[config.mk]
export PLATFORM = sky130hd
export DESIGN_NAME = alarm_bank_flat
export DESIGN_NICKNAME = d
export VERILOG_FILES = /design/src/rtl/alarm_pkg.sv /design/src/rtl/alarm_bank_if.sv /design/src/rtl/alarm_bank_channel.sv /design/src/rtl/alarm_bank.sv /design/src/flat_wrapper.sv
export SDC_FILE = /design/constraint.sdc
export NUM_CORES = 1
export LEC_CHECK = 0
export ABC_CLOCK_PERIOD_IN_PS = 4900
export BUFFER_PORTS_ARGS = -buffer_cell sky130_fd_sc_hd__buf_2
export CORE_ASPECT_RATIO = 1.75
export CORE_UTILIZATION = 45
export DETAILED_ROUTE_END_ITERATION = 12
export PLACE_DENSITY = 0.67
export SLEW_MARGIN = 10
export SYNTH_ARGS = -nofsm -noshare
export SYNTH_HDL_FRONTEND = slang
export SYNTH_SLANG_ARGS = --single-unit
[constraint.sdc]
create_clock -name clk -period 4.9 [get_ports clk]
set_input_delay 0.245 -clock clk [delete_from_list [all_inputs] [get_ports clk]]
set_output_delay 0.245 -clock clk [all_outputs]
set_load 0.05 [all_outputs]
[src/rtl/alarm_pkg.sv]
// Shared types and constants for the multi-channel alarm bank.
// Channel FSM encoding plus small elaboration-time helpers.
package alarm_pkg;

  typedef enum logic [1:0] {
    IDLE   = 2'd0,
    RING   = 2'd1,
    SNOOZE = 2'd2
  } alarm_state_t;

  localparam int HOUR_MAX    = 23;
  localparam int MIN_MAX     = 59;
  localparam int SEC_PER_MIN = 60;

  function automatic int max_int(input int a, input int b);
    return (a > b) ? a : b;
  endfunction

  // Channel-select width; a single channel still needs one bit of select.
  function automatic int ch_width(input int n);
    return (n > 1) ? $clog2(n) : 1;
  endfunction

endpackage

[src/rtl/alarm_bank_if.sv]
// Programming, control, readback and status bundle of the alarm bank.
// The master side drives time/program/control; the slave side is the bank.
interface alarm_bank_if
  import alarm_pkg::*;
#(
  parameter int NUM_CH = 4
);
  localparam int CH_W = ch_width(NUM_CH);

  logic [6:0]        i_hour;
  logic [6:0]        i_min;
  logic [6:0]        i_sec;
  logic              i_sec_tick;
  logic              i_wr;
  logic [CH_W-1:0]   i_wr_ch;
  logic [6:0]        i_wr_hour;
  logic [6:0]        i_wr_min;
  logic              i_wr_en;
  logic              i_stop;
  logic              i_snooze;
  logic [CH_W-1:0]   i_rd_ch;
  logic [6:0]        o_rd_hour;
  logic [6:0]        o_rd_min;
  logic              o_rd_en;
  logic              o_ring;
  logic              o_ring_valid;
  logic [CH_W-1:0]   o_ring_ch;
  logic [NUM_CH-1:0] o_snoozing;

  modport master (
    output i_hour, i_min, i_sec, i_sec_tick,
    output i_wr, i_wr_ch, i_wr_hour, i_wr_min, i_wr_en,
    output i_stop, i_snooze, i_rd_ch,
    input  o_rd_hour, o_rd_min, o_rd_en,
    input  o_ring, o_ring_valid, o_ring_ch, o_snoozing
  );

  modport slave (
    input  i_hour, i_min, i_sec, i_sec_tick,
    input  i_wr, i_wr_ch, i_wr_hour, i_wr_min, i_wr_en,
    input  i_stop, i_snooze, i_rd_ch,
    output o_rd_hour, o_rd_min, o_rd_en,
    output o_ring, o_ring_valid, o_ring_ch, o_snoozing
  );

endinterface

[src/rtl/alarm_bank_channel.sv]
// One alarm channel: stored time/enable, edge-detected match and the
// IDLE/RING/SNOOZE machine with a shared up/down second timer.
module alarm_channel
  import alarm_pkg::*;
#(
  parameter int SNOOZE_MIN       = 5,
  parameter int RING_TIMEOUT_SEC = 60,
  parameter int MAX_SNOOZE       = 3
) (
  input  logic         clk,
  input  logic         rst,
  input  logic [6:0]   i_hour,
  input  logic [6:0]   i_min,
  input  logic [6:0]   i_sec,
  input  logic         i_sec_tick,
  input  logic         i_wr,
  input  logic [6:0]   i_wr_hour,
  input  logic [6:0]   i_wr_min,
  input  logic         i_wr_en,
  input  logic         i_stop,
  input  logic         i_snooze,
  output logic [6:0]   o_alarm_hour,
  output logic [6:0]   o_alarm_min,
  output logic         o_alarm_en,
  output alarm_state_t o_state
);

  localparam int SNOOZE_SEC = SNOOZE_MIN * SEC_PER_MIN;
  localparam int TMR_W      = $clog2(max_int(SNOOZE_SEC, RING_TIMEOUT_SEC) + 1);
  localparam int CNT_W      = max_int(1, $clog2(MAX_SNOOZE + 1));

  localparam logic [TMR_W-1:0] TMR_SNOOZE    = TMR_W'(SNOOZE_SEC);
  localparam logic [TMR_W-1:0] TMR_RING_LAST = TMR_W'(RING_TIMEOUT_SEC - 1);
  localparam logic [TMR_W-1:0] TMR_ONE       = TMR_W'(1);
  localparam logic [CNT_W-1:0] CNT_MAX       = CNT_W'(MAX_SNOOZE);

  logic [6:0]       r_alarm_hour, w_alarm_hour_next;
  logic [6:0]       r_alarm_min,  w_alarm_min_next;
  logic             r_alarm_en,   w_alarm_en_next;
  alarm_state_t     r_state,      w_state_next;
  logic [TMR_W-1:0] r_timer,      w_timer_next;
  logic [CNT_W-1:0] r_snz_cnt,    w_snz_cnt_next;
  logic             r_prev_match;
  logic             w_match;
  logic             w_trigger;

  assign w_match   = r_alarm_en && (i_hour == r_alarm_hour) &&
                     (i_min == r_alarm_min) && (i_sec == 7'd0);
  assign w_trigger = w_match && !r_prev_match;

  always_ff @(posedge clk or posedge rst) begin
    if (rst) begin
      r_alarm_hour <= '0;
      r_alarm_min  <= '0;
      r_alarm_en   <= 1'b0;
      r_state      <= IDLE;
      r_timer      <= '0;
      r_snz_cnt    <= '0;
      r_prev_match <= 1'b0;
    end else begin
      r_alarm_hour <= w_alarm_hour_next;
      r_alarm_min  <= w_alarm_min_next;
      r_alarm_en   <= w_alarm_en_next;
      r_state      <= w_state_next;
      r_timer      <= w_timer_next;
      r_snz_cnt    <= w_snz_cnt_next;
      r_prev_match <= w_match;
    end
  end

  // Case order inside each state encodes the stop > snooze > expiry > trigger priority.
  always_comb begin
    w_alarm_hour_next = r_alarm_hour;
    w_alarm_min_next  = r_alarm_min;
    w_alarm_en_next   = r_alarm_en;
    w_state_next      = r_state;
    w_timer_next      = r_timer;
    w_snz_cnt_next    = r_snz_cnt;

    if (i_wr) begin
      w_alarm_hour_next = i_wr_hour;
      w_alarm_min_next  = i_wr_min;
      w_alarm_en_next   = i_wr_en;
      w_state_next      = IDLE;
      w_timer_next      = '0;
      w_snz_cnt_next    = '0;
    end else begin
      unique case (r_state)
        IDLE: begin
          if (w_trigger) begin
            w_state_next   = RING;
            w_timer_next   = '0;
            w_snz_cnt_next = '0;
          end
        end
        RING: begin
          if (i_stop) begin
            w_state_next = IDLE;
            w_timer_next = '0;
          end else if (i_snooze) begin
            if (r_snz_cnt == CNT_MAX) begin
              w_state_next = IDLE;
              w_timer_next = '0;
            end else begin
              w_state_next = SNOOZE;
              w_timer_next = TMR_SNOOZE;
            end
          end else if (i_sec_tick) begin
            if (r_timer >= TMR_RING_LAST) begin
              w_state_next = IDLE;
              w_timer_next = '0;
            end else begin
              w_timer_next = r_timer + TMR_ONE;
            end
          end
        end
        SNOOZE: begin
          if (i_stop) begin
            w_state_next = IDLE;
            w_timer_next = '0;
          end else if (i_sec_tick) begin
            if (r_timer <= TMR_ONE) begin
              w_state_next = RING;
              w_timer_next = '0;
              if (r_snz_cnt != CNT_MAX) begin
                w_snz_cnt_next = r_snz_cnt + CNT_W'(1);
              end
            end else begin
              w_timer_next = r_timer - TMR_ONE;
            end
          end
        end
        default: begin
          w_state_next = IDLE;
          w_timer_next = '0;
        end
      endcase
    end
  end

  assign o_alarm_hour = r_alarm_hour;
  assign o_alarm_min  = r_alarm_min;
  assign o_alarm_en   = r_alarm_en;
  assign o_state      = r_state;

endmodule

[src/rtl/alarm_bank.sv]
// Multi-channel alarm bank: write decode, per-channel FSM array,
// lowest-index ringing-channel encoder and registered readback.
module alarm_bank
  import alarm_pkg::*;
#(
  parameter int NUM_CH           = 4,
  parameter int SNOOZE_MIN       = 5,
  parameter int RING_TIMEOUT_SEC = 60,
  parameter int MAX_SNOOZE       = 3
) (
  input  logic         clk,
  input  logic         rst,
  alarm_bank_if.slave  bus
);

  localparam int CH_W = ch_width(NUM_CH);
  localparam logic [CH_W:0] NUM_CH_V = (CH_W + 1)'(NUM_CH);

  logic                w_wr_valid;
  logic [NUM_CH-1:0]   w_wr_sel;
  logic [6:0]          w_alarm_hour [NUM_CH];
  logic [6:0]          w_alarm_min  [NUM_CH];
  logic [NUM_CH-1:0]   w_alarm_en;
  alarm_state_t        w_state      [NUM_CH];
  logic [NUM_CH-1:0]   w_ring;
  logic [NUM_CH-1:0]   w_snoozing;
  logic [CH_W-1:0]     w_ring_ch;
  logic [6:0]          w_rd_hour;
  logic [6:0]          w_rd_min;
  logic                w_rd_en;
  logic [6:0]          r_rd_hour;
  logic [6:0]          r_rd_min;
  logic                r_rd_en;

  // Out-of-range channel or time drops the write entirely.
  assign w_wr_valid = bus.i_wr &&
                      ({1'b0, bus.i_wr_ch} < NUM_CH_V) &&
                      (bus.i_wr_hour <= 7'(HOUR_MAX)) &&
                      (bus.i_wr_min  <= 7'(MIN_MAX));

  for (genvar gi = 0; gi < NUM_CH; gi++) begin : g_ch
    assign w_wr_sel[gi] = w_wr_valid && (bus.i_wr_ch == CH_W'(gi));

    alarm_channel #(
      .SNOOZE_MIN       (SNOOZE_MIN),
      .RING_TIMEOUT_SEC (RING_TIMEOUT_SEC),
      .MAX_SNOOZE       (MAX_SNOOZE)
    ) u_channel (
      .clk          (clk),
      .rst          (rst),
      .i_hour       (bus.i_hour),
      .i_min        (bus.i_min),
      .i_sec        (bus.i_sec),
      .i_sec_tick   (bus.i_sec_tick),
      .i_wr         (w_wr_sel[gi]),
      .i_wr_hour    (bus.i_wr_hour),
      .i_wr_min     (bus.i_wr_min),
      .i_wr_en      (bus.i_wr_en),
      .i_stop       (bus.i_stop),
      .i_snooze     (bus.i_snooze),
      .o_alarm_hour (w_alarm_hour[gi]),
      .o_alarm_min  (w_alarm_min[gi]),
      .o_alarm_en   (w_alarm_en[gi]),
      .o_state      (w_state[gi])
    );

    assign w_ring[gi]     = (w_state[gi] == RING);
    assign w_snoozing[gi] = (w_state[gi] == SNOOZE);
  end

  // Descending scan so the lowest ringing index is the last one written.
  always_comb begin
    w_ring_ch = '0;
    for (int i = NUM_CH - 1; i >= 0; i--) begin
      if (w_ring[i]) begin
        w_ring_ch = CH_W'(i);
      end
    end
  end

  always_comb begin
    w_rd_hour = '0;
    w_rd_min  = '0;
    w_rd_en   = 1'b0;
    for (int i = 0; i < NUM_CH; i++) begin
      if (bus.i_rd_ch == CH_W'(i)) begin
        w_rd_hour = w_alarm_hour[i];
        w_rd_min  = w_alarm_min[i];
        w_rd_en   = w_alarm_en[i];
      end
    end
  end

  always_ff @(posedge clk or posedge rst) begin
    if (rst) begin
      r_rd_hour <= '0;
      r_rd_min  <= '0;
      r_rd_en   <= 1'b0;
    end else begin
      r_rd_hour <= w_rd_hour;
      r_rd_min  <= w_rd_min;
      r_rd_en   <= w_rd_en;
    end
  end

  assign bus.o_ring       = |w_ring;
  assign bus.o_ring_valid = |w_ring;
  assign bus.o_ring_ch    = w_ring_ch;
  assign bus.o_snoozing   = w_snoozing;
  assign bus.o_rd_hour    = r_rd_hour;
  assign bus.o_rd_min     = r_rd_min;
  assign bus.o_rd_en      = r_rd_en;

endmodule

[src/flat_wrapper.sv]
// flat-port wrapper written by rule: the top's interface ports become plain ports
module alarm_bank_flat import alarm_pkg::*;
#(
  parameter int NUM_CH           = 4,
  parameter int SNOOZE_MIN       = 5,
  parameter int RING_TIMEOUT_SEC = 60,
  parameter int MAX_SNOOZE       = 3
)
  (clk, rst, bus_i_hour, bus_i_min, bus_i_sec, bus_i_sec_tick, bus_i_wr, bus_i_wr_ch, bus_i_wr_hour, bus_i_wr_min, bus_i_wr_en, bus_i_stop, bus_i_snooze, bus_i_rd_ch, bus_o_rd_hour, bus_o_rd_min, bus_o_rd_en, bus_o_ring, bus_o_ring_valid, bus_o_ring_ch, bus_o_snoozing);
  alarm_bank_if #(.NUM_CH(NUM_CH)) bus_i ();
  input  logic clk;
  input  logic rst;
  input wire logic [$bits(bus_i.i_hour)-1:0] bus_i_hour;
  input wire logic [$bits(bus_i.i_min)-1:0] bus_i_min;
  input wire logic [$bits(bus_i.i_sec)-1:0] bus_i_sec;
  input wire logic [$bits(bus_i.i_sec_tick)-1:0] bus_i_sec_tick;
  input wire logic [$bits(bus_i.i_wr)-1:0] bus_i_wr;
  input wire logic [$bits(bus_i.i_wr_ch)-1:0] bus_i_wr_ch;
  input wire logic [$bits(bus_i.i_wr_hour)-1:0] bus_i_wr_hour;
  input wire logic [$bits(bus_i.i_wr_min)-1:0] bus_i_wr_min;
  input wire logic [$bits(bus_i.i_wr_en)-1:0] bus_i_wr_en;
  input wire logic [$bits(bus_i.i_stop)-1:0] bus_i_stop;
  input wire logic [$bits(bus_i.i_snooze)-1:0] bus_i_snooze;
  input wire logic [$bits(bus_i.i_rd_ch)-1:0] bus_i_rd_ch;
  output wire logic [$bits(bus_i.o_rd_hour)-1:0] bus_o_rd_hour;
  output wire logic [$bits(bus_i.o_rd_min)-1:0] bus_o_rd_min;
  output wire logic [$bits(bus_i.o_rd_en)-1:0] bus_o_rd_en;
  output wire logic [$bits(bus_i.o_ring)-1:0] bus_o_ring;
  output wire logic [$bits(bus_i.o_ring_valid)-1:0] bus_o_ring_valid;
  output wire logic [$bits(bus_i.o_ring_ch)-1:0] bus_o_ring_ch;
  output wire logic [$bits(bus_i.o_snoozing)-1:0] bus_o_snoozing;
  assign bus_i.i_hour = bus_i_hour;
  assign bus_i.i_min = bus_i_min;
  assign bus_i.i_sec = bus_i_sec;
  assign bus_i.i_sec_tick = bus_i_sec_tick;
  assign bus_i.i_wr = bus_i_wr;
  assign bus_i.i_wr_ch = bus_i_wr_ch;
  assign bus_i.i_wr_hour = bus_i_wr_hour;
  assign bus_i.i_wr_min = bus_i_wr_min;
  assign bus_i.i_wr_en = bus_i_wr_en;
  assign bus_i.i_stop = bus_i_stop;
  assign bus_i.i_snooze = bus_i_snooze;
  assign bus_i.i_rd_ch = bus_i_rd_ch;
  assign bus_o_rd_hour = bus_i.o_rd_hour;
  assign bus_o_rd_min = bus_i.o_rd_min;
  assign bus_o_rd_en = bus_i.o_rd_en;
  assign bus_o_ring = bus_i.o_ring;
  assign bus_o_ring_valid = bus_i.o_ring_valid;
  assign bus_o_ring_ch = bus_i.o_ring_ch;
  assign bus_o_snoozing = bus_i.o_snoozing;
  alarm_bank #(.NUM_CH(NUM_CH), .SNOOZE_MIN(SNOOZE_MIN), .RING_TIMEOUT_SEC(RING_TIMEOUT_SEC), .MAX_SNOOZE(MAX_SNOOZE)) u_core (.clk(clk), .rst(rst), .bus(bus_i));
endmodule
==> metrics.md, run 1 <==
| Metric | Value |
|---|---|
| Run status | `complete, but fails checks` |
| Failing checks | `negative hold slack` |
| Ys Warns | `0` |
| Post-CTS setup buffers | `0` |
| Post-CTS sizing | `0` |
| Cts bufs inserted | `17` |
| CTS tree | `yes` |
| Post-synthesis cell area | `8232 um2` |
| Pin count of the biggest net entering global routing | `97` |
| Final WL | `23270 um` |
| # port buffers | `68` |
| Vias | `7187` |
| Worst Clk Skew | `8.560 ps` |
| Reg2Reg Setup Slack | `2180 ps` |
| Setup TNS | `0 ps` |
| Global-route wire length before repair | `38100 um` |
| Sequential area share after synthesis | `39.82%` |
| Final max-slew violation count | `0` |
| Critical Path RT | `5230 ps` |
| Dpl ws | `2009 ps` |
| CTS max path bufs | `2` |
| Gr usage total | `26.05%` |
| Die area | `18860 um2` |
| CP Launch Type | `flip-flop` |
| Fin. Hold Viols | `3` |
| Worst slew pin tran | `987.0 ps` |
| RSZ-0062 raised after global routing | `false` |
| Worst skew pair latency | `410 ps` |
| CTS Hold Bufs | `0` |
| Core footprint | `17970 um2` |
| Syn nets | `1028` |
| Top post-synthesis cells by area | `dfrtp_1, nand2_1, xnor2_1` |
| Post-route ant nets | `0` |
| Nets | `1067` |
| Wirelength per Cell | `18.86 um` |
| Fillers | `1658` |
| Setup CP Type | `reg -> reg` |
| Die Y | `180.9 um` |
| Initial antenna violation count | `0` |
| Tcrit/Tclk final | `55.53%` |
| DRT Pass-1 Iters | `5` |
| Yosys reg bits | `131` |
| Async S/R FF share, synth | `100.0%` |
| Most common library cells after synthesis | `nand2_1, dfrtp_1, nor2_1, xnor2_1, clkbuf_1` |
| Leakage | `4.196 nW` |
| Initial Util | `45.80%` |
| Syn Area/Cell | `8.665 um2` |
| Hold Crit Class | `in -> async` |
| Relative slew slack | `34.13%` |
| Crit end category | `flip-flop` |
| H-tree depth | `4` |
| Core Util, Final | `52.14%` |
| Ant. Diodes | `0` |
| Peak supply drop | `0.2726 mV` |
| Synthesis-to-layout area growth | `13.85%` |
| Data arrival time of the worst path | `3050 ps` |
| Grt total ovfl | `0` |
| Final Critical Period | `2721 ps` |
| Pwr Density | `527.5 nW/um2` |
| Final setup violation count | `0` |
| Synth Flop Type | `dfrtp_1` |
| Worst-path clk slew | `60 ps` |
| Synth cell types | `64` |
| Yosys top cell by area | `dfrtp_1` |
| Initial drt markers | `399` |
| Number of max-cap violations | `0` |
| Peak fanout along the critical path | `6` |
| Vias in the first global route | `7293` |
| # rows | `65` |
| Chip Width | `104.2 um` |
| Setup WS post-layout | `2179 ps` |
| CTS root buffer | `clkbuf_16` |
| Cell count after synthesis | `950` |
| F_max | `0.3675 GHz` |
| Worst Hold Slack | `-16.76 ps` |
| Layout cell share with drive strength beyond 1 | `14.30%` |
| Hpwl dp | `16720 um` |
| I/O Pins | `69` |
| EDFF count, synth | `0` |
| DRC | `0` |
| CTS sink cnt | `131` |
| Routed vias/inst | `5.824` |
| Count leader, synth | `nand2_1` |
| GPL Wtd Cong | `0.9355` |
| Synth top area share | `39.82%` |
-- flip-flops by register name, indices dropped and copies added, names as in the netlist --
signal,count
u_core.g_ch.u_channel.o_alarm_min,28
u_core.g_ch.u_channel.o_alarm_en,4
u_core.g_ch.u_channel.o_state,8
u_core.g_ch.u_channel.o_alarm_hour,28
u_core.g_ch.u_channel.r_prev_match,4
u_core.bus.o_rd_min,7
u_core.bus.o_rd_en,1
u_core.bus.o_rd_hour,7
u_core.g_ch.u_channel.r_snz_cnt,8
u_core.g_ch.u_channel.r_timer,36
-- path summary, 6_finish.rpt --
| path | start | end | cells after the start |
|---|---|---|---|
| max reg2reg | u_core.g_ch[1].u_channel.r_timer[6] | u_core.g_ch[1].u_channel.r_timer[1] | 6 |
| min in group clk | bus_i_wr_hour[0] | u_core.g_ch[1].u_channel.o_alarm_hour[0] | 3 |
| min | rst | u_core.g_ch[0].u_channel.r_timer[1] | 2 |
| max | u_core.g_ch[1].u_channel.r_timer[6] | u_core.g_ch[1].u_channel.r_timer[1] | 6 |
| max in group asynchronous | rst | u_core.g_ch[1].u_channel.o_alarm_en | 3 |
| min reg2reg | u_core.g_ch[2].u_channel.o_alarm_min[4] | u_core.g_ch[2].u_channel.o_alarm_min[4] | 2 |
-- cells by family after synthesis --
group,Yosys count,synth area share [%]
adders and majority gates,32,4.864
AOI/OAI and AO/OA,167,13.06
DFF,131,39.82
and+or+nand+nor,440,25.75
muxes,22,4.986
xor gates and xnor gates,68,7.235
buffers and inverters,90,4.286
-- power by group --
group	switching, mW	total [mW]	internal [mW]	leakage [nW]
registers	0.246	1.52	1.28	1.77
logic	1.30	2.02	0.722	2.11
clock network	0.475	1.40	0.922	0.312
total	2.02	4.94	2.92	4.20
-- cell type report --
| class | instances | area [um2] | share of cell area [%] |
|---|---|---|---|
| multi-input combinational | 729 | 4622 | 49.32 |
| timing repair buffer | 78 | 415.4 | 4.433 |
| tap | 234 | 292.8 | 3.124 |
| inverter | 32 | 125.1 | 1.335 |
| clock buffer | 20 | 456.7 | 4.873 |
| clock inverter | 10 | 181.4 | 1.936 |
| sequential | 131 | 3278 | 34.98 |
-- per-stage QoR --
stage / cell area [um2] / std cells / power [mW]
detailed placement: 8733 / 1204 / 3.525
CTS: 9371 / 1234 / 4.940
finish: 9371 / 1234 / 4.943
global placement: 8733 / 1204 / 3.509
global route: 9371 / 1234 / 5.247
floorplan: 8232 / 950 / 3.015
-- worst max-delay path, stage by stage, from the launching register on --
cell and delay [ps]:
dfrtp_1 420, nor3_1 500, o21ai_0 270, or3b_2 550, mux2_2 280, or3b_2 450, a21oi_1 170
-- placed cells by master, fill, tap and decap left out, types with 6 or more instances in the layout --
cell,n
inv_1,31
o211ai_1,12
nand2b_1,10
a211oi_1,7
nand2_1,207
xor2_1,14
nor3_1,20
xnor2_1,54
a31oi_1,9
buf_2,68
a21oi_1,49
and2_1,12
clkbuf_16,17
nand4_1,21
mux4_2,15
nor4_1,17
or4_1,16
or3_1,6
o21ai_0,31
dfrtp_1,131
ha_1,32
o22ai_1,8
nand3_1,35
nand3b_1,6
nor2_1,57
buf_4,10
o31ai_1,12
-- routing by layer --
layer	GRT usage (%)	up-vias	wire length, um
li1	-	3403	-
met1	29.20	3515	9009
met2	47.01	218	12380
met3	3.932	51	905
met4	14.11	0	981
met5	0	-	0
No activity file was read; power rests on OpenSTA's default activity.
==> run 2: changes to the inputs <==
--- a/config.mk
+++ b/config.mk
@@ -5,12 +5,12 @@
 export SDC_FILE = /design/constraint.sdc
 export NUM_CORES = 1
 export LEC_CHECK = 0
-export ABC_CLOCK_PERIOD_IN_PS = 4900
+export ABC_CLOCK_PERIOD_IN_PS = 2480
 export BUFFER_PORTS_ARGS = -buffer_cell sky130_fd_sc_hd__buf_2
 export CORE_ASPECT_RATIO = 1.75
 export CORE_UTILIZATION = 45
 export DETAILED_ROUTE_END_ITERATION = 12
-export PLACE_DENSITY = 0.67
+export PLACE_DENSITY = 0.69
 export SLEW_MARGIN = 10
 export SYNTH_ARGS = -nofsm -noshare
 export SYNTH_HDL_FRONTEND = slang
==> constraint.sdc (replaced) <==
create_clock -name clk -period 2.48 [get_ports clk]
set_input_delay 0.124 -clock clk [delete_from_list [all_inputs] [get_ports clk]]
set_output_delay 0.124 -clock clk [all_outputs]
set_load 0.05 [all_outputs]
==> metrics.md, run 2 (synthesis results as in run 1) <==
| Metric | Value |
|---|---|
| Die Y | `180.9 um` |
| Worst Clk Skew | `7.673 ps` |
| Gr usage total | `26.42%` |
| Most frequent cells in the layout | `nand2_1, dfrtp_1, buf_2` |
| Worst r2r path cells | `7` |
| Worst skew pair latency | `430 ps` |
| Core Util, Final | `55.25%` |
| Most common cell after layout, fill and taps aside | `nand2_1` |
| Grt total ovfl | `0` |
| F_max | `0.4236 GHz` |
| # port buffers | `68` |
| CP bufs+invs | `0` |
| Slowest library cell on the worst path | `or3b_2` |
| Wirelength per Cell | `18.29 um` |
| Global-route wire length before repair | `38860 um` |
| CTS tree | `yes` |
| Peak fanout along the critical path | `3` |
| CTS root buffer | `clkbuf_16` |
| Core footprint | `17970 um2` |
| Final Critical Period | `2360 ps` |
| CP top delay family | `simple AND/OR/NAND/NOR gates` |
| Die area | `18860 um2` |
| Dpl ws | `13.33 ps` |
| Routed vias/inst | `5.861` |
| Max incr delay on CP | `460 ps` |
| Worst slew pin tran | `617.9 ps` |
| Final WL | `23870 um` |
| Pwr Density | `994.5 nW/um2` |
| Nets | `1136` |
| Initial antenna violation count | `0` |
| Levels on crit path | `7` |
| DRT Pass-1 Iters | `5` |
| H-tree depth | `4` |
| Post-CTS setup buffers | `0` |
| CTS max path bufs | `2` |
| GPL Wtd Cong | `0.9789` |
| Layout cell share with drive strength beyond 1 | `19.70%` |
| Setup WS post-layout | `119.6 ps` |
| Fillers | `1579` |
| DRC | `0` |
| Worst-path clk slew | `60 ps` |
| Final setup violation count | `0` |
| Crit end category | `flip-flop` |
| Reg with most FFs | `u_core.g_ch.u_channel.r_timer` |
| CP Launch Type | `flip-flop` |
| Critical Path RT | `2830 ps` |
| Tcrit/Tclk final | `95.18%` |
| Ant. Diodes | `0` |
| Vias in the first global route | `7749` |
| Relative slew slack | `58.44%` |
| Synthesis-to-layout area growth | `20.64%` |
| Cts bufs inserted | `17` |
| I/O Pins | `69` |
| # rows | `65` |
| Initial Util | `45.80%` |
| Number of max-cap violations | `0` |
| Initial drt markers | `432` |
| Vias | `7649` |
| WHS Path Cells | `4` |
| Leakage | `4.529 nW` |
| Data arrival time of the worst path | `2710 ps` |
| Pin count of the biggest net entering global routing | `53` |
| Post-route ant nets | `0` |
| Final max-slew violation count | `0` |
| Max reg flops | `36` |
| Hold Crit Class | `in -> reg` |
| Fin. Hold Viols | `0` |
| Hpwl dp | `17630 um` |
| Chip Width | `104.2 um` |
| CTS sink cnt | `131` |
| Peak supply drop | `0.5780 mV` |
| CP cell instances | `ha_1, a211oi_2, o21ai_1, or3b_4, mux2_2, or3b_2, a21oi_1` |
| Run status | `complete, no violations` |
| Setup CP Type | `reg -> reg` |
run 2: cell count changes in the layout (fill, tap and decap cells not counted), moves of 3 or more:
cell / change
inv_6: +3
bufinv_16: -4
xnor2_1: -7
buf_4: +54
dlygate4sd3_1: +13
xnor2_2: +7
run 2: report_power, final:
group / switching [mW] / internal [mW] / leakage, nW
clock network: 1.03 / 1.41 / 0.277
logic: 2.75 / 1.75 / 2.48
registers: 0.409 / 2.52 / 1.77
run 2: what timing repair did:
item                                    CTS  global route
endpoints found under the hold margin    65             0
endpoints found under the setup margin    0             3
hold buffers                             13             0
resized for setup                         0            11
run 2: final timing paths:
| path | from | end | slack, ps |
|---|---|---|---|
| max in group asynchronous | rst | u_core.g_ch[0].u_channel.r_timer[1] | 1510 |
| worst min-delay path | bus_i_hour[2] | u_core.g_ch[3].u_channel.r_prev_match | 140 |
| worst max-delay path | u_core.g_ch[1].u_channel.r_timer[0] | u_core.g_ch[1].u_channel.r_timer[1] | 120 |
| worst max register to register | u_core.g_ch[1].u_channel.r_timer[0] | u_core.g_ch[1].u_channel.r_timer[1] | 120 |
| worst min register to register | u_core.g_ch[1].u_channel.o_alarm_hour[0] | u_core.g_ch[1].u_channel.o_alarm_hour[0] | 510 |
| min in group asynchronous | rst | u_core.g_ch[1].u_channel.r_timer[5] | 310 |
run 2: per-layer routing:
layer / up-vias / routed length (um) / track usage (%)
li1: 3553 / - / -
met1: 3740 / 9058 / 28.66
met2: 274 / 12560 / 48.05
met3: 82 / 1016 / 3.896
met4: 0 / 1231 / 16.00
met5: - / 0 / 0
run 2: stage by stage:
step	TNS (ps)	hold slack (ps)	total power [mW]	area (um2)	std cells
after floorplan	0	229.4	5.957	8235	950
after global placement	0	203.4	7.272	9171	1260
final	0	140.3	9.876	9931	1305
after global routing	-4.876	162.8	10.48	9931	1305
after CTS	0	125.0	9.832	9867	1305
after detailed placement	0	204.2	7.330	9171	1260
run 2: layout make-up:
| cell class | instances | area, um2 | share of cell area [%] |
|---|---|---|---|
| multi-input combinational | 729 | 4679 | 47.12 |
| sequential | 131 | 3278 | 33.01 |
| timing repair buffer | 147 | 991.0 | 9.979 |
| clock buffer | 18 | 439.2 | 4.422 |
| tap | 234 | 292.8 | 2.948 |
| clock inverter | 14 | 126.4 | 1.273 |
| inverter | 32 | 123.9 | 1.247 |
run 2: tightest hold or removal path, delay by kind of cell:
family	cells	cell delay, ps
simple gates	2	170
xor+xnor	1	80
buf+inv	1	150
==> run 3: changes to the inputs <==
--- a/config.mk
+++ b/config.mk
@@ -5,12 +5,12 @@
 export SDC_FILE = /design/constraint.sdc
 export NUM_CORES = 1
 export LEC_CHECK = 0
-export ABC_CLOCK_PERIOD_IN_PS = 2480
+export ABC_CLOCK_PERIOD_IN_PS = 2400
 export BUFFER_PORTS_ARGS = -buffer_cell sky130_fd_sc_hd__buf_2
 export CORE_ASPECT_RATIO = 1.75
 export CORE_UTILIZATION = 45
 export DETAILED_ROUTE_END_ITERATION = 12
-export PLACE_DENSITY = 0.69
+export PLACE_DENSITY = 0.67
 export SLEW_MARGIN = 10
 export SYNTH_ARGS = -nofsm -noshare
 export SYNTH_HDL_FRONTEND = slang
==> constraint.sdc (replaced) <==
create_clock -name clk -period 2.4 [get_ports clk]
set_input_delay 0.12 -clock clk [delete_from_list [all_inputs] [get_ports clk]]
set_output_delay 0.12 -clock clk [all_outputs]
set_load 0.05 [all_outputs]
==> metrics.md, run 3 (synthesis results as in run 1) <==
| Metric | Value |
|---|---|
| Run status | `complete, no violations` |
| Initial Util | `45.80%` |
| Routed vias/inst | `5.779` |
| Slowest library cell on the worst path | `or4_1` |
| I/O Pins | `69` |
| Initial drt markers | `358` |
| Crit end category | `flip-flop` |
| F_max | `0.4195 GHz` |
| Fin. Hold Viols | `0` |
| Number of max-cap violations | `0` |
| Final setup violation count | `0` |
| Worst Clk Skew | `9.191 ps` |
| Max reg flops | `36` |
| Vias in the first global route | `7695` |
| Tcrit/Tclk final | `99.34%` |
| Setup CP Type | `reg -> reg` |
| CP bufs+invs | `0` |
| H-tree depth | `4` |
| Worst skew pair latency | `420 ps` |
| Wirelength per Cell | `18.17 um` |
| Pin count of the biggest net entering global routing | `84` |
| Cts bufs inserted | `17` |
| Setup WS post-layout | `15.94 ps` |
| CTS tree | `yes` |
| Fillers | `1587` |
| Most frequent cells in the layout | `nand2_1, dfrtp_1, buf_4` |
| Peak supply drop | `0.6014 mV` |
| CTS sink cnt | `131` |
| Initial antenna violation count | `0` |
| Critical Path RT | `2740 ps` |
| Global-route wire length before repair | `38810 um` |
| Hold Crit Class | `in -> reg` |
| Grt total ovfl | `0` |
| # port buffers | `68` |
| Relative slew slack | `65.65%` |
| DRC | `0` |
| Most common cell after layout, fill and taps aside | `nand2_1` |
| Final std cells w/o fill | `1324` |
| CTS max path bufs | `2` |
| Post-route ant nets | `0` |
| CP top delay family | `simple AND/OR/NAND/NOR gates` |
| Core footprint | `17970 um2` |
| Peak fanout along the critical path | `3` |
| Vias | `7652` |
| Reg2Reg Setup Slack | `20 ps` |
| CP Launch Type | `flip-flop` |
| GPL Wtd Cong | `0.9265` |
| Reg with most FFs | `u_core.g_ch.u_channel.r_timer` |
| PnR Total Power | `10.44 mW` |
| Setup TNS | `0 ps` |
| Worst slew pin tran | `515.2 ps` |
| Die area | `18860 um2` |
| Max incr delay on CP | `510 ps` |
| Ant. Diodes | `0` |
| Dpl cells | `1279` |
| DRT Pass-1 Iters | `7` |
| Layout cell share with drive strength beyond 1 | `21.74%` |
| Die Y | `180.9 um` |
| Data arrival time of the worst path | `2730 ps` |
| # rows | `65` |
| Worst-path clk slew | `60 ps` |
| Final WL | `24060 um` |
| Leakage | `4.627 nW` |
| Chip Width | `104.2 um` |
| Gr usage total | `26.23%` |
| Dpl ws | `-23.54 ps` |
| Final Critical Period | `2384 ps` |
| Final max-slew violation count | `0` |
| CP cell instances | `xnor2_1, nand3_1, or4_4, o41a_1, or4_1, a21oi_1` |
| Nets | `1156` |
| Synthesis-to-layout area growth | `22.97%` |
| CTS root buffer | `clkbuf_16` |
| Hpwl dp | `17840 um` |
| Core Util, Final | `56.32%` |
| Pwr Density | `1032 nW/um2` |
## run 3: changes by cell type in the layout (fill, tap and decap cells not counted), sizes merged
cell and change:
buf +20, clkinv -3, clkbuf +2, inv -2, bufinv +1, clkinvlp +1
## run 3: cell type report
cell class	count	area (um2)	area share, %
inverters	32	123.9	1.224
well taps	234	292.8	2.892
clock inverters	11	127.6	1.261
multi-input cells	729	4715	46.58
clock buffers	20	456.7	4.512
flip-flops and latches	131	3278	32.39
repair buffers	167	1129	11.15
## run 3: timing repair
action	in CTS	in global routing
buffers inserted	0	1
hold buffers	13	0
setup endpoints to repair	1	11
endpoints found under the hold margin	178	0
pin swaps	0	6
resized for setup	4	14
## run 3: routing by layer
| layer | vias up | part of all wire [%] | global-route usage (%) |
|---|---|---|---|
| met3 | 70 | 3.9 | 3.319 |
| met1 | 3727 | 38 | 29.01 |
| met4 | 0 | 4.5 | 15.94 |
| li1 | 3593 | - | - |
| met2 | 262 | 54 | 47.44 |
| met5 | - | 0 | 0 |
## run 3: final timing paths
kind                                                          start                                  endpoint  cells past startpoint
setup / recovery           u_core.g_ch[0].u_channel.o_alarm_hour[2]       u_core.g_ch[0].u_channel.o_state[1]                      6
setup reg to reg           u_core.g_ch[0].u_channel.o_alarm_hour[2]       u_core.g_ch[0].u_channel.o_state[1]                      6
hold / removal                                         bus_i_sec[3]     u_core.g_ch[2].u_channel.r_prev_match                      6
max in group asynchronous                                       rst       u_core.g_ch[0].u_channel.r_timer[6]                      4
hold reg to reg            u_core.g_ch[3].u_channel.o_alarm_hour[0]  u_core.g_ch[3].u_channel.o_alarm_hour[0]                      2
min in group asynchronous                                       rst       u_core.g_ch[1].u_channel.r_timer[5]                      4
## run 3: stage by stage
step | cell area (um2) | hold slack, ps
after global placement | 9306 | 286.6
after global routing | 10120 | 182.9
after detailed placement | 9306 | 289.4
final | 10120 | 159.6
after floorplan | 8240 | 225.4
after CTS | 10050 | 148.5
## run 3: power breakdown
part | internal (mW) | switching [mW] | total [mW]
Clock | 1.58 | 1.00 | 2.58
Combinational | 1.94 | 2.92 | 4.86
Sequential | 2.61 | 0.391 | 3.00
Total | 6.14 | 4.31 | 10.4
## run 3: worst register-to-register path, stage by stage (launching register included)
cell and delay [ps]:
dfrtp_1 410, xnor2_1 280, nand3_1 150, or4_4 440, o41a_1 360, or4_1 510, a21oi_1 150
